### src/rtl/stbc_col_encoder_if.sv
// Symbol-in / codeword-out bus of the quasi-Alamouti column encoder.
// The master side produces symbols and consumes codewords.
interface stbc_col_encoder_if #(
  parameter int W    = 16,
  parameter int NROW = 4
);
  logic              flush;
  logic              sym_valid;
  logic              sym_ready;
  logic [W-1:0]      sym_r;
  logic [W-1:0]      sym_i;
  logic              col_valid;
  logic              col_ready;
  logic              start;
  logic [NROW*W-1:0] col0_r;
  logic [NROW*W-1:0] col0_i;
  logic [NROW*W-1:0] col1_r;
  logic [NROW*W-1:0] col1_i;

  modport master (
    output flush, sym_valid, sym_r, sym_i, col_ready,
    input  sym_ready, col_valid, start, col0_r, col0_i, col1_r, col1_i
  );

  modport slave (
    input  flush, sym_valid, sym_r, sym_i, col_ready,
    output sym_ready, col_valid, start, col0_r, col0_i, col1_r, col1_i
  );
endinterface

### src/rtl/stbc_col_encoder.sv
// Groups four Q8.8 symbols into a 4x2 quasi-Alamouti codeword:
// col0 = [s0 s1 s2 s3], col1 = [-s1* s0* -s3* s2*].
module stbc_col_encoder #(
  parameter int W    = 16,
  parameter int NROW = 4
) (
  input logic              clk,
  input logic              rst,
  stbc_col_encoder_if.slave bus
);
  localparam int CW = NROW * W;

  logic [1:0]    cnt;
  logic [W-1:0]  buf_r [3];
  logic [W-1:0]  buf_i [3];
  logic          col_valid;
  logic          start;
  logic [CW-1:0] col0_r, col0_i, col1_r, col1_i;

  logic          in_fire;
  logic          load;
  logic          drain;
  logic [CW-1:0] nxt0_r, nxt0_i, nxt1_r, nxt1_i;

  // Two's complement negation, clamped so the most negative value maps to max positive.
  function automatic logic [W-1:0] neg_sat(input logic [W-1:0] x);
    if (x == {1'b1, {(W-1){1'b0}}})
      return {1'b0, {(W-1){1'b1}}};
    return -x;
  endfunction

  // Slot 3 needs the output register free, or emptying in this same cycle.
  assign bus.sym_ready = !rst && ((cnt != 2'd3) || !col_valid || bus.col_ready);
  assign in_fire       = bus.sym_valid && bus.sym_ready;
  assign load          = in_fire && (cnt == 2'd3) && !bus.flush;
  assign drain         = col_valid && bus.col_ready;

  always_comb begin
    nxt0_r = {bus.sym_r, buf_r[2], buf_r[1], buf_r[0]};
    nxt0_i = {bus.sym_i, buf_i[2], buf_i[1], buf_i[0]};
    nxt1_r = {buf_r[2], neg_sat(bus.sym_r), buf_r[0], neg_sat(buf_r[1])};
    nxt1_i = {neg_sat(buf_i[2]), bus.sym_i, neg_sat(buf_i[0]), buf_i[1]};
  end

  always_ff @(posedge clk or posedge rst) begin
    if (rst) begin
      cnt       <= 2'd0;
      for (int k = 0; k < 3; k++) begin
        buf_r[k] <= '0;
        buf_i[k] <= '0;
      end
      col_valid <= 1'b0;
      start     <= 1'b0;
      col0_r    <= '0;
      col0_i    <= '0;
      col1_r    <= '0;
      col1_i    <= '0;
    end else begin
      start <= load;

      if (bus.flush)
        cnt <= 2'd0;
      else if (in_fire)
        cnt <= cnt + 2'd1;

      if (in_fire && !bus.flush) begin
        case (cnt)
          2'd0: begin buf_r[0] <= bus.sym_r; buf_i[0] <= bus.sym_i; end
          2'd1: begin buf_r[1] <= bus.sym_r; buf_i[1] <= bus.sym_i; end
          2'd2: begin buf_r[2] <= bus.sym_r; buf_i[2] <= bus.sym_i; end
          default: ;
        endcase
      end

      // A load overrides a simultaneous drain, keeping col_valid high.
      if (load) begin
        col0_r    <= nxt0_r;
        col0_i    <= nxt0_i;
        col1_r    <= nxt1_r;
        col1_i    <= nxt1_i;
        col_valid <= 1'b1;
      end else if (drain) begin
        col_valid <= 1'b0;
      end
    end
  end

  assign bus.col_valid = col_valid;
  assign bus.start     = start;
  assign bus.col0_r    = col0_r;
  assign bus.col0_i    = col0_i;
  assign bus.col1_r    = col1_r;
  assign bus.col1_i    = col1_i;
endmodule

### src/flat_wrapper.sv
// flat-port wrapper written by rule: the top's interface ports become plain ports
module stbc_col_encoder_flat 
#(
  parameter int W    = 16,
  parameter int NROW = 4
)
  (clk, rst, bus_flush, bus_sym_valid, bus_sym_r, bus_sym_i, bus_col_ready, bus_sym_ready, bus_col_valid, bus_start, bus_col0_r, bus_col0_i, bus_col1_r, bus_col1_i);
  stbc_col_encoder_if #(.W(W), .NROW(NROW)) bus_i ();
  input logic clk;
  input logic rst;
  input wire logic [$bits(bus_i.flush)-1:0] bus_flush;
  input wire logic [$bits(bus_i.sym_valid)-1:0] bus_sym_valid;
  input wire logic [$bits(bus_i.sym_r)-1:0] bus_sym_r;
  input wire logic [$bits(bus_i.sym_i)-1:0] bus_sym_i;
  input wire logic [$bits(bus_i.col_ready)-1:0] bus_col_ready;
  output wire logic [$bits(bus_i.sym_ready)-1:0] bus_sym_ready;
  output wire logic [$bits(bus_i.col_valid)-1:0] bus_col_valid;
  output wire logic [$bits(bus_i.start)-1:0] bus_start;
  output wire logic [$bits(bus_i.col0_r)-1:0] bus_col0_r;
  output wire logic [$bits(bus_i.col0_i)-1:0] bus_col0_i;
  output wire logic [$bits(bus_i.col1_r)-1:0] bus_col1_r;
  output wire logic [$bits(bus_i.col1_i)-1:0] bus_col1_i;
  assign bus_i.flush = bus_flush;
  assign bus_i.sym_valid = bus_sym_valid;
  assign bus_i.sym_r = bus_sym_r;
  assign bus_i.sym_i = bus_sym_i;
  assign bus_i.col_ready = bus_col_ready;
  assign bus_sym_ready = bus_i.sym_ready;
  assign bus_col_valid = bus_i.col_valid;
  assign bus_start = bus_i.start;
  assign bus_col0_r = bus_i.col0_r;
  assign bus_col0_i = bus_i.col0_i;
  assign bus_col1_r = bus_i.col1_r;
  assign bus_col1_i = bus_i.col1_i;
  stbc_col_encoder #(.W(W), .NROW(NROW)) u_core (.clk(clk), .rst(rst), .bus(bus_i));
endmodule
### config.mk
export PLATFORM = sky130hd
export DESIGN_NAME = stbc_col_encoder_flat
export DESIGN_NICKNAME = d
export VERILOG_FILES = /design/src/rtl/stbc_col_encoder_if.sv /design/src/rtl/stbc_col_encoder.sv /design/src/flat_wrapper.sv
export SDC_FILE = /design/constraint.sdc
export NUM_CORES = 1
export LEC_CHECK = 0
export CORE_MARGIN = 2
export CORE_UTILIZATION = 46
export DETAILED_ROUTE_END_ITERATION = 7
export PLACE_DENSITY = 0.8
export SYNTH_ARGS = -nofsm -noshare
export SYNTH_HDL_FRONTEND = slang
export SYNTH_SLANG_ARGS = --single-unit
### constraint.sdc
create_clock -name clk -period 32.1 [get_ports clk]
set_input_delay 9.63 -clock clk [delete_from_list [all_inputs] [get_ports clk]]
set_output_delay 9.63 -clock clk [all_outputs]
set_load 0.1 [all_outputs]
# Yosys cells after proc, flatten, opt, wreduce, memory -nomap -nowiden
# Index checks and enable logic that the tools add are counted.
# W data, S select, Z words.
dict set report totals {
  output_inout_bits 259
  reg_bits 356
  word_cells 59
  inputBits 37
}
dict set report op_classes {
  addsub 5
  eq_ne 8
  n_reduce_logical 17
  n_mux 16
}
# cell n
set ops {}
lappend ops {{$mux W16} 8}
lappend ops {{$eq A16 B16 Y1 const B} 4}
lappend ops {{$neg A16 Y16} 4}
lappend ops {{$logic_and A1 B1 Y1} 6}
lappend ops {{$mux W1} 6}
lappend ops {{$reduce_and A2 Y1} 3}
lappend ops {{$eq A2 B2 Y1 const B} 2}
lappend ops {{$mux W2} 2}
lappend ops {{$reduce_bool A2 Y1} 2}
lappend ops {{$logic_not A1 Y1} 3}
lappend ops {{$add A2 B1 Y2 const B} 1}
lappend ops {{$eq A2 B1 Y1 const B} 1}
lappend ops {{$logic_not A2 Y1} 1}
lappend ops {{$logic_or A1 B1 Y1} 2}
lappend ops {{$ne A2 B2 Y1 const B} 1}

# Longest topological paths before layout
# Gate-level depths: netlist (run 1).
dict set report depth {
  word_depth 8
  ltp_mapped 8
  depth_no_buf 6
}

# Least setup slack after synthesis (run 1)
# No wires, ideal clock.
dict set report synth_path {
  path_kind {in2out}
  start {input port bus_col_ready}
  end {output port bus_sym_ready}
  arrival_ns 11.191
  n_path_buf 0
  slack_ns 11.279
  stages 2
  cell_sequence {nor2b_1 a21oi_1}
}
dict set report synth_via {
  elab_chain_cells 2
}
# element line_no
set synth_rtl {}
lappend synth_rtl {{from (decl)} flat_wrapper.sv:15} ;# input wire logic [$bits(bus_i.col_ready)-1:0] bus_col_ready;
lappend synth_rtl {{$logic_or A1 B1 Y1} stbc_col_encoder.sv:33} ;# assign bus.sym_ready = !rst && ((cnt != 2'd3) || !col_valid || bus.col_ready);
lappend synth_rtl {{$logic_and A1 B1 Y1} stbc_col_encoder.sv:33}
lappend synth_rtl {{to (decl)} flat_wrapper.sv:16} ;# output wire logic [$bits(bus_i.sym_ready)-1:0] bus_sym_ready;
# Every way passes these cells.

# Final worst setup path (run 1)
dict set report layout_path {
  start {input port rst}
  end {output port bus_sym_ready}
}
dict set report layout_via {
  elab_chain_cells 2
}
# element line_no
set layout_rtl {}
lappend layout_rtl {{from (decl)} flat_wrapper.sv:10} ;# input logic rst;
lappend layout_rtl {{$logic_not A1 Y1 (no source line)} -}
lappend layout_rtl {{$logic_and A1 B1 Y1} stbc_col_encoder.sv:33}
# Every way passes these cells.

==> out/metrics.cfg, run 1 <==
[final_layout]
most-common-layout-cells=414 x nand2_1, 295 x clkdlybuf4s50_1, 292 x dfrtp_1
fillers=2299
multi_input_area_mm2=0.00500
stdcell_count=1815
drive_gt1_share_pct=12.7
mostFrequentLayoutCell=nand2_1
finalNetCount=1454
diodes=0
register_area_mm2=0.00731
syn2layout_area_growth_pct=28.1

[setup_path]
reg2reg_slack_ns=29.02
critical_path.max_fanout=4
worst_setup_path_start_kind=input port
r2r_end=u_core.bus.col1_i[51]$_DFFE_PP0P_
cp_common_cell=clkdlybuf4s50_1
cp_num_cells=3
setup.worst_path.end=bus_sym_ready
r2r_cells=7
path_cells=clkdlybuf4s50_1 > a21oi_1 > clkdlybuf4s50_1
cpLargestDelayFamily=buffers and inverters
r2r-start=u_core.cnt[1]$_DFFE_PP0P_
crit_path_max_incr_delay_ns=1.15
crit_type=input port to primary output
worst_setup_path_end_kind=primary output
crit_buf_inv=2
arrival_ns=11.53
slowest_stage=clkdlybuf4s50_1
required_ns=22.47
critPathLaunch=rst

[placement]
globalplace.congestion=0.783
placed_cells=1761
pre_cts_ws_ns=10.93
port_buffers=295
place.detailed.hpwl_um=23000

[die]
ioPinCount=296
fp.dieH_um=173
coreArea_mm2=0.0285
dieArea_mm2=0.0301
start_util_pct=46.3
fp.dieW_um=173
rows=62

[grt]
grt_pass1_wl_um=55500
grt_pass1_vias=9708
grt_max_degree=159
grt_antenna_before_repair=0
overflow=0
track_usage_pct=23.1

[synthesis]
yosys.area_share.adder_pct=0.759
synthSimpleGateAreaFrac_pct=18.0
synth_xor_xnor_area_share_pct=2.59
ys_seq_elements=292
syn_nets=1252
ys_seq_area_share_pct=55.4
yosysTopAreaCell=dfrtp_1
synth_top_cell_area_share_pct=55.4
synth_compound_area_share_pct=5.70
yosysWarnings=0
syn_inst=1207
yosys-top-cells-area=dfrtp_1 55%, nand2_1 12%, mux2_4 10%, buf_4 3.6%, xnor2_1 1.9%
synth_top_family_by_area=simple AND/OR/NAND/NOR gates
async_reset_ff_share_pct=100
synth-edff-count=0
synth.distinct_cells=52
syn_area_per_cell_um2=10.9
synth_mux_area_share_pct=10.8
synth_ff_type=dfrtp_1
synth_area_mm2=0.0132

[clock_network]
cts_hold_buffers=0
numCtsBuffers=30
cts_tree=done
clkTransAtPathRegs_ns=0.06
cts_resized=0
cts-root-buf=clkbuf_16
cts_setup_buffers=0
cts_sinks=292
clk_latency_ns=0.55
cts_buffer_depth=3
h-tree-depth=1

[sta]
clock_skew_ns=0.0167
layout_setup_ws_ns=10.94
fmax_mhz=47.3
relSlewSlack_pct=27.2
post-route-min-period_ns=21.16
finalSetupViolCount=0
slew_violations=0
tns_ns=0
worst_pin_slew_ns=1.09
fin_crit_sh_pct=65.9
rsz0062_at_grt=false
hold_violations=0

[power_and_ir_drop]
pwr-share-clk_pct=34.9
power_frac_seq_pct=42.9
ir_drop_uv=39.0
sw_frac_of_total_pct=32.0
p_switching_uw=335
p_per_area_mw_per_mm2=61.9
p_leak_nw=8.14
internal_power_uw=711
combPwrFrac_pct=22.2

[status]
outcome=finished clean

[detailed_routing]
ant_nets=0
routedWlPerCell_um=19.2
wl_um=34800
firstDrtPassIters=5
vias_per_cell=5.27
via_count=9556
drc=0
drtIter0Drc=630

[flow_run]
drv_cap=0

[worst_hold_path]
hp-class=flop to flop

==> sequential cells by signal, indices dropped and copies added, names as in the netlist <==
| name | flops |
|---|---|
| u_core.bus.start | 1 |
| u_core.buf_i | 48 |
| u_core.bus.col0_r | 33 |
| u_core.buf_r | 48 |
| u_core.bus.col_valid | 1 |
| u_core.bus.col0_i | 32 |
| u_core.cnt | 2 |
| u_core.bus.col1_r | 63 |
| u_core.bus.col1_i | 64 |
==> through the flow <==
stage	util (%)	power (mW)	area, um^2	hold slack, ns
2_1_floorplan	-	0.629	13200	0.433
3_3_place_gp	55.7	0.681	15900	0.442
3_5_place_dp	55.7	0.687	15900	0.449
4_1_cts	59.4	1.05	16900	0.468
5_1_grt	59.4	1.09	16900	0.502
6_report	59.4	1.05	16900	0.466
==> area by class of cell <==
| type | count | share of cell area, % |
|---|---|---|
| Sequential cell | 292 | 43.2 |
| Multi-Input combinational cell | 770 | 29.6 |
| Timing Repair Buffer | 302 | 17.8 |
| Clock buffer | 39 | 5.06 |
| Tap cell | 384 | 2.84 |
| Clock inverter | 15 | 1.12 |
| Inverter | 13 | 0.348 |
==> cells in the mapped netlist (all sizes together) (3+ instances only) <==
cell	n
o211ai	33
nor4b	3
nand4b	5
inv	13
nor3b	7
ha	8
or3	6
nand4	10
mux2i	3
o31a	4
mux2	94
or4	3
xor2	10
buf	106
o21a	4
o22a	20
nand3	12
nor3	13
a311oi	4
xnor2	29
dfrtp	292
nor2	23
o31ai	10
or3b	4
o21ai	15
o211a	3
nand2	417
clkbuf	26
nor4	20
==> cells by family (layout without fill, tap and decap cells) <==
group | Yosys count | in the layout
XOR/XNOR | 39 | 39
buffers and inverters | 145 | 369
multiplexers | 97 | 97
adder cells (fa/ha/maj) | 8 | 8
AND/OR/NAND/NOR | 528 | 528
AO/OA/AOI/OAI | 98 | 98
flip-flops | 292 | 292
==> power groups by stage <==
stage / logic (mW) / clock network (mW) / registers (mW)
after detailed placement: 0.233 / 0 / 0.454
after floorplan: 0.122 / 0 / 0.507
after global placement: 0.229 / 0 / 0.452
after global routing: 0.246 / 0.387 / 0.454
final: 0.232 / 0.365 / 0.448
after CTS: 0.234 / 0.372 / 0.448
==> layer usage <==
layer / wire, um / GRT usage (%)
met5: 0 / 0
met4: 525 / 4.31
met3: 2780 / 5.66
met2: 17200 / 39.5
met1: 14300 / 30.1
==> worst min-delay path by stage <==
stage,start,end,depth (start not counted)
2_1_floorplan,u_core.buf_i[21]$_DFFE_PP0P_,u_core.bus.col1_i[5]$_DFFE_PP0P_,2
3_3_place_gp,u_core.buf_r[14]$_DFFE_PP0P_,u_core.bus.col1_r[62]$_DFFE_PP0P_,2
3_5_place_dp,u_core.buf_r[13]$_DFFE_PP0P_,u_core.bus.col1_r[61]$_DFFE_PP0P_,2
4_1_cts,u_core.buf_r[13]$_DFFE_PP0P_,u_core.bus.col1_r[61]$_DFFE_PP0P_,2
5_1_grt,u_core.buf_r[42]$_DFFE_PP0P_,u_core.bus.col1_r[26]$_DFFE_PP0P_,2
6_report,u_core.buf_r[13]$_DFFE_PP0P_,u_core.bus.col1_r[61]$_DFFE_PP0P_,2
==> worst register-to-register path: cells and delay by family (launching register included) <==
kind | cells | cell delay, ns
buf+inv | 3 | 1.40
compound gates | 2 | 0.68
flops | 1 | 0.39
simple gates | 1 | 0.29
fa+ha+maj | 1 | 0.19
No activity file was read; power rests on OpenSTA's default activity.
==> inputs of run 2 (changes only) <==
clock period = 21.1 ns   (was 32.1 ns; I/O delays follow)
==> out/metrics.cfg, run 2 (same netlist as run 1, synthesis figures left out) <==
[final_layout]
syn2layout_area_growth_pct=27.9
finalNetCount=1454  ; unchanged
multi_input_area_mm2=0.00500  ; unchanged
diodes=0  ; unchanged
most-common-layout-cells=414 x nand2_1, 295 x clkdlybuf4s50_1, 292 x dfrtp_1
mostFrequentLayoutCell=nand2_1
register_area_mm2=0.00731  ; unchanged
largest_reg_flops=64  ; unchanged
top_regs=u_core.bus.col1_i x64, u_core.bus.col1_r x63
final_core_utilization_pct=59.3  ; -0.11 points
fillers=2280  ; -0.83%
regMostFlops=u_core.bus.col1_i
drive_gt1_share_pct=12.5  ; -0.21 points

[sta]
clock_skew_ns=0.0191  ; +0.00239 ns
tns_ns=0  ; unchanged
slew_violations=0  ; unchanged
fmax_mhz=68.6
rsz0062_at_grt=false
fin_crit_sh_pct=69.0
relSlewSlack_pct=25.8  ; -1.4 points
post-route-min-period_ns=14.57
layout_setup_ws_ns=6.53  ; -4.41 ns
worst_pin_slew_ns=1.11  ; +0.0202 ns
hold_violations=0  ; unchanged
finalSetupViolCount=0  ; unchanged

[setup_path]
reg2reg_slack_ns=18.04  ; -10.98 ns
required_ns=14.77  ; -7.70 ns
slowest_stage=clkdlybuf4s50_1
r2r_end=u_core.bus.col1_i[52]$_DFFE_PP0P_
arrival_ns=8.24  ; -3.29 ns
path_cells=clkdlybuf4s50_1 > a21oi_1 > clkdlybuf4s50_1
cpLargestDelayFamily=buffers and inverters
crit_buf_inv=2  ; unchanged
cp_common_cell=clkdlybuf4s50_1
worst_setup_path_end_kind=primary output
r2r_cells=7  ; unchanged
crit_type=input port to primary output
critical_path.max_fanout=4  ; unchanged
worst_setup_path_start_kind=input port
crit_path_max_incr_delay_ns=1.16  ; about the same
r2r-start=u_core.cnt[1]$_DFFE_PP0P_

[placement]
globalplace.congestion=0.785  ; +0.26%
port_buffers=295  ; unchanged
pre_cts_ws_ns=6.52  ; -4.41 ns
place.detailed.hpwl_um=23100  ; +0.63%

[detailed_routing]
drtIter0Drc=756  ; +20%
ant_nets=0  ; unchanged
wl_um=34800  ; about the same
routedWlPerCell_um=19.2  ; about the same
via_count=9526  ; -0.31%
drc=0  ; unchanged
wl_met2_um=16900  ; -1.9%
dr_wl_met3_um=2610  ; -6.2%
firstDrtPassIters=5  ; unchanged
vias_per_cell=5.25  ; -0.31%
top_layer_used=met4
wl_met1_um=14400  ; +0.80%

[power_and_ir_drop]
total_power_mw=1.58  ; +51%
ir_drop_uv=58.1  ; +49%
p_per_area_mw_per_mm2=93.6  ; +51%
p_leak_nw=8.13  ; about the same

[grt]
overflow=0  ; unchanged
grt_max_degree=154  ; -3.1%
grt_antenna_before_repair=0  ; unchanged
grt_pass1_wl_um=55200  ; -0.57%
grt_pass1_vias=9676  ; -0.33%
track_usage_pct=23.0  ; -0.044 points

[clock_network]
clk_latency_ns=0.56  ; about the same
clkTransAtPathRegs_ns=0.06  ; about the same
cts_sinks=292  ; unchanged
cts-root-buf=clkbuf_16
cts_tree=done
cts_hold_buffers=0  ; unchanged
cts_setup_buffers=0  ; unchanged
cts_buffer_depth=3  ; unchanged
numCtsBuffers=30  ; unchanged
h-tree-depth=1  ; unchanged
cts_resized=0  ; unchanged

[flow_run]
drv_cap=0  ; unchanged

[die]
ioPinCount=296  ; unchanged
start_util_pct=46.3  ; unchanged
rows=62  ; unchanged
dieArea_mm2=0.0301  ; unchanged
coreArea_mm2=0.0285  ; unchanged
fp.dieH_um=173  ; unchanged
fp.dieW_um=173  ; unchanged

[worst_hold_path]
worstHoldStart=u_core.buf_r[14]$_DFFE_PP0P_
hp-class=flop to flop
whs_path_depth=2  ; unchanged
holdPathEnd=u_core.bus.col1_r[62]$_DFFE_PP0P_

[status]
outcome=finished clean

-- run 2: changes by cell type in the layout (fill, tap and decap cells not counted) --
cell,delta
clkinv_2,-2
clkinv_4,+1
clkbuf_8,+3
clkinvlp_4,-3
bufinv_16,-2
clkbuf_1,+3
-- run 2: worst max-delay path by stage --
stage,from,cells past startpoint,to
detailed placement,rst,3,bus_sym_ready
floorplan,rst,1,u_core.buf_i[0]$_DFFE_PP0P_
global route,rst,3,bus_sym_ready
global placement,rst,3,bus_sym_ready
finish,rst,3,bus_sym_ready
CTS,rst,3,bus_sym_ready
-- run 2: where the power goes --
group / internal, mW / total [mW] / leakage, nW / switching, mW
Clock: 0.320 / 0.542 / 0.499 / 0.222
Combinational: 0.132 / 0.354 / 3.69 / 0.222
Sequential: 0.616 / 0.683 / 3.93 / 0.0662
Total: 1.07 / 1.58 / 8.13 / 0.511
-- run 2: per-layer routing --
| metal | GRT usage, % | vias to the layer above |
|---|---|---|
| li1 | - | 4365 |
| met1 | 29.8 | 4724 |
| met2 | 39.2 | 378 |
| met3 | 5.18 | 59 |
| met4 | 6.18 | 0 |
| met5 | 0 | - |
-- run 2: final cells by class --
class	count	area share, %
sequential	292	43.3
multi-input combinational	770	29.6
timing repair buffer	302	17.9
clock buffer	45	5.38
tap	384	2.85
clock inverter	9	0.623
inverter	13	0.348
-- run 2: metrics by stage --
step                      cells  hold WS, ns  area [um^2]
after floorplan            1207        0.433        13200
after global placement     1761        0.441        15900
after detailed placement   1761        0.450        15900
after CTS                  1815        0.467        16900
after global routing       1815        0.497        16900
final                      1815        0.467        16900
-- run 2: worst min-delay path, cell delays in order, from the launching register on --
cell     delay [ns]
dfrtp_1        0.34
nand2_1        0.05
nand2_1        0.05
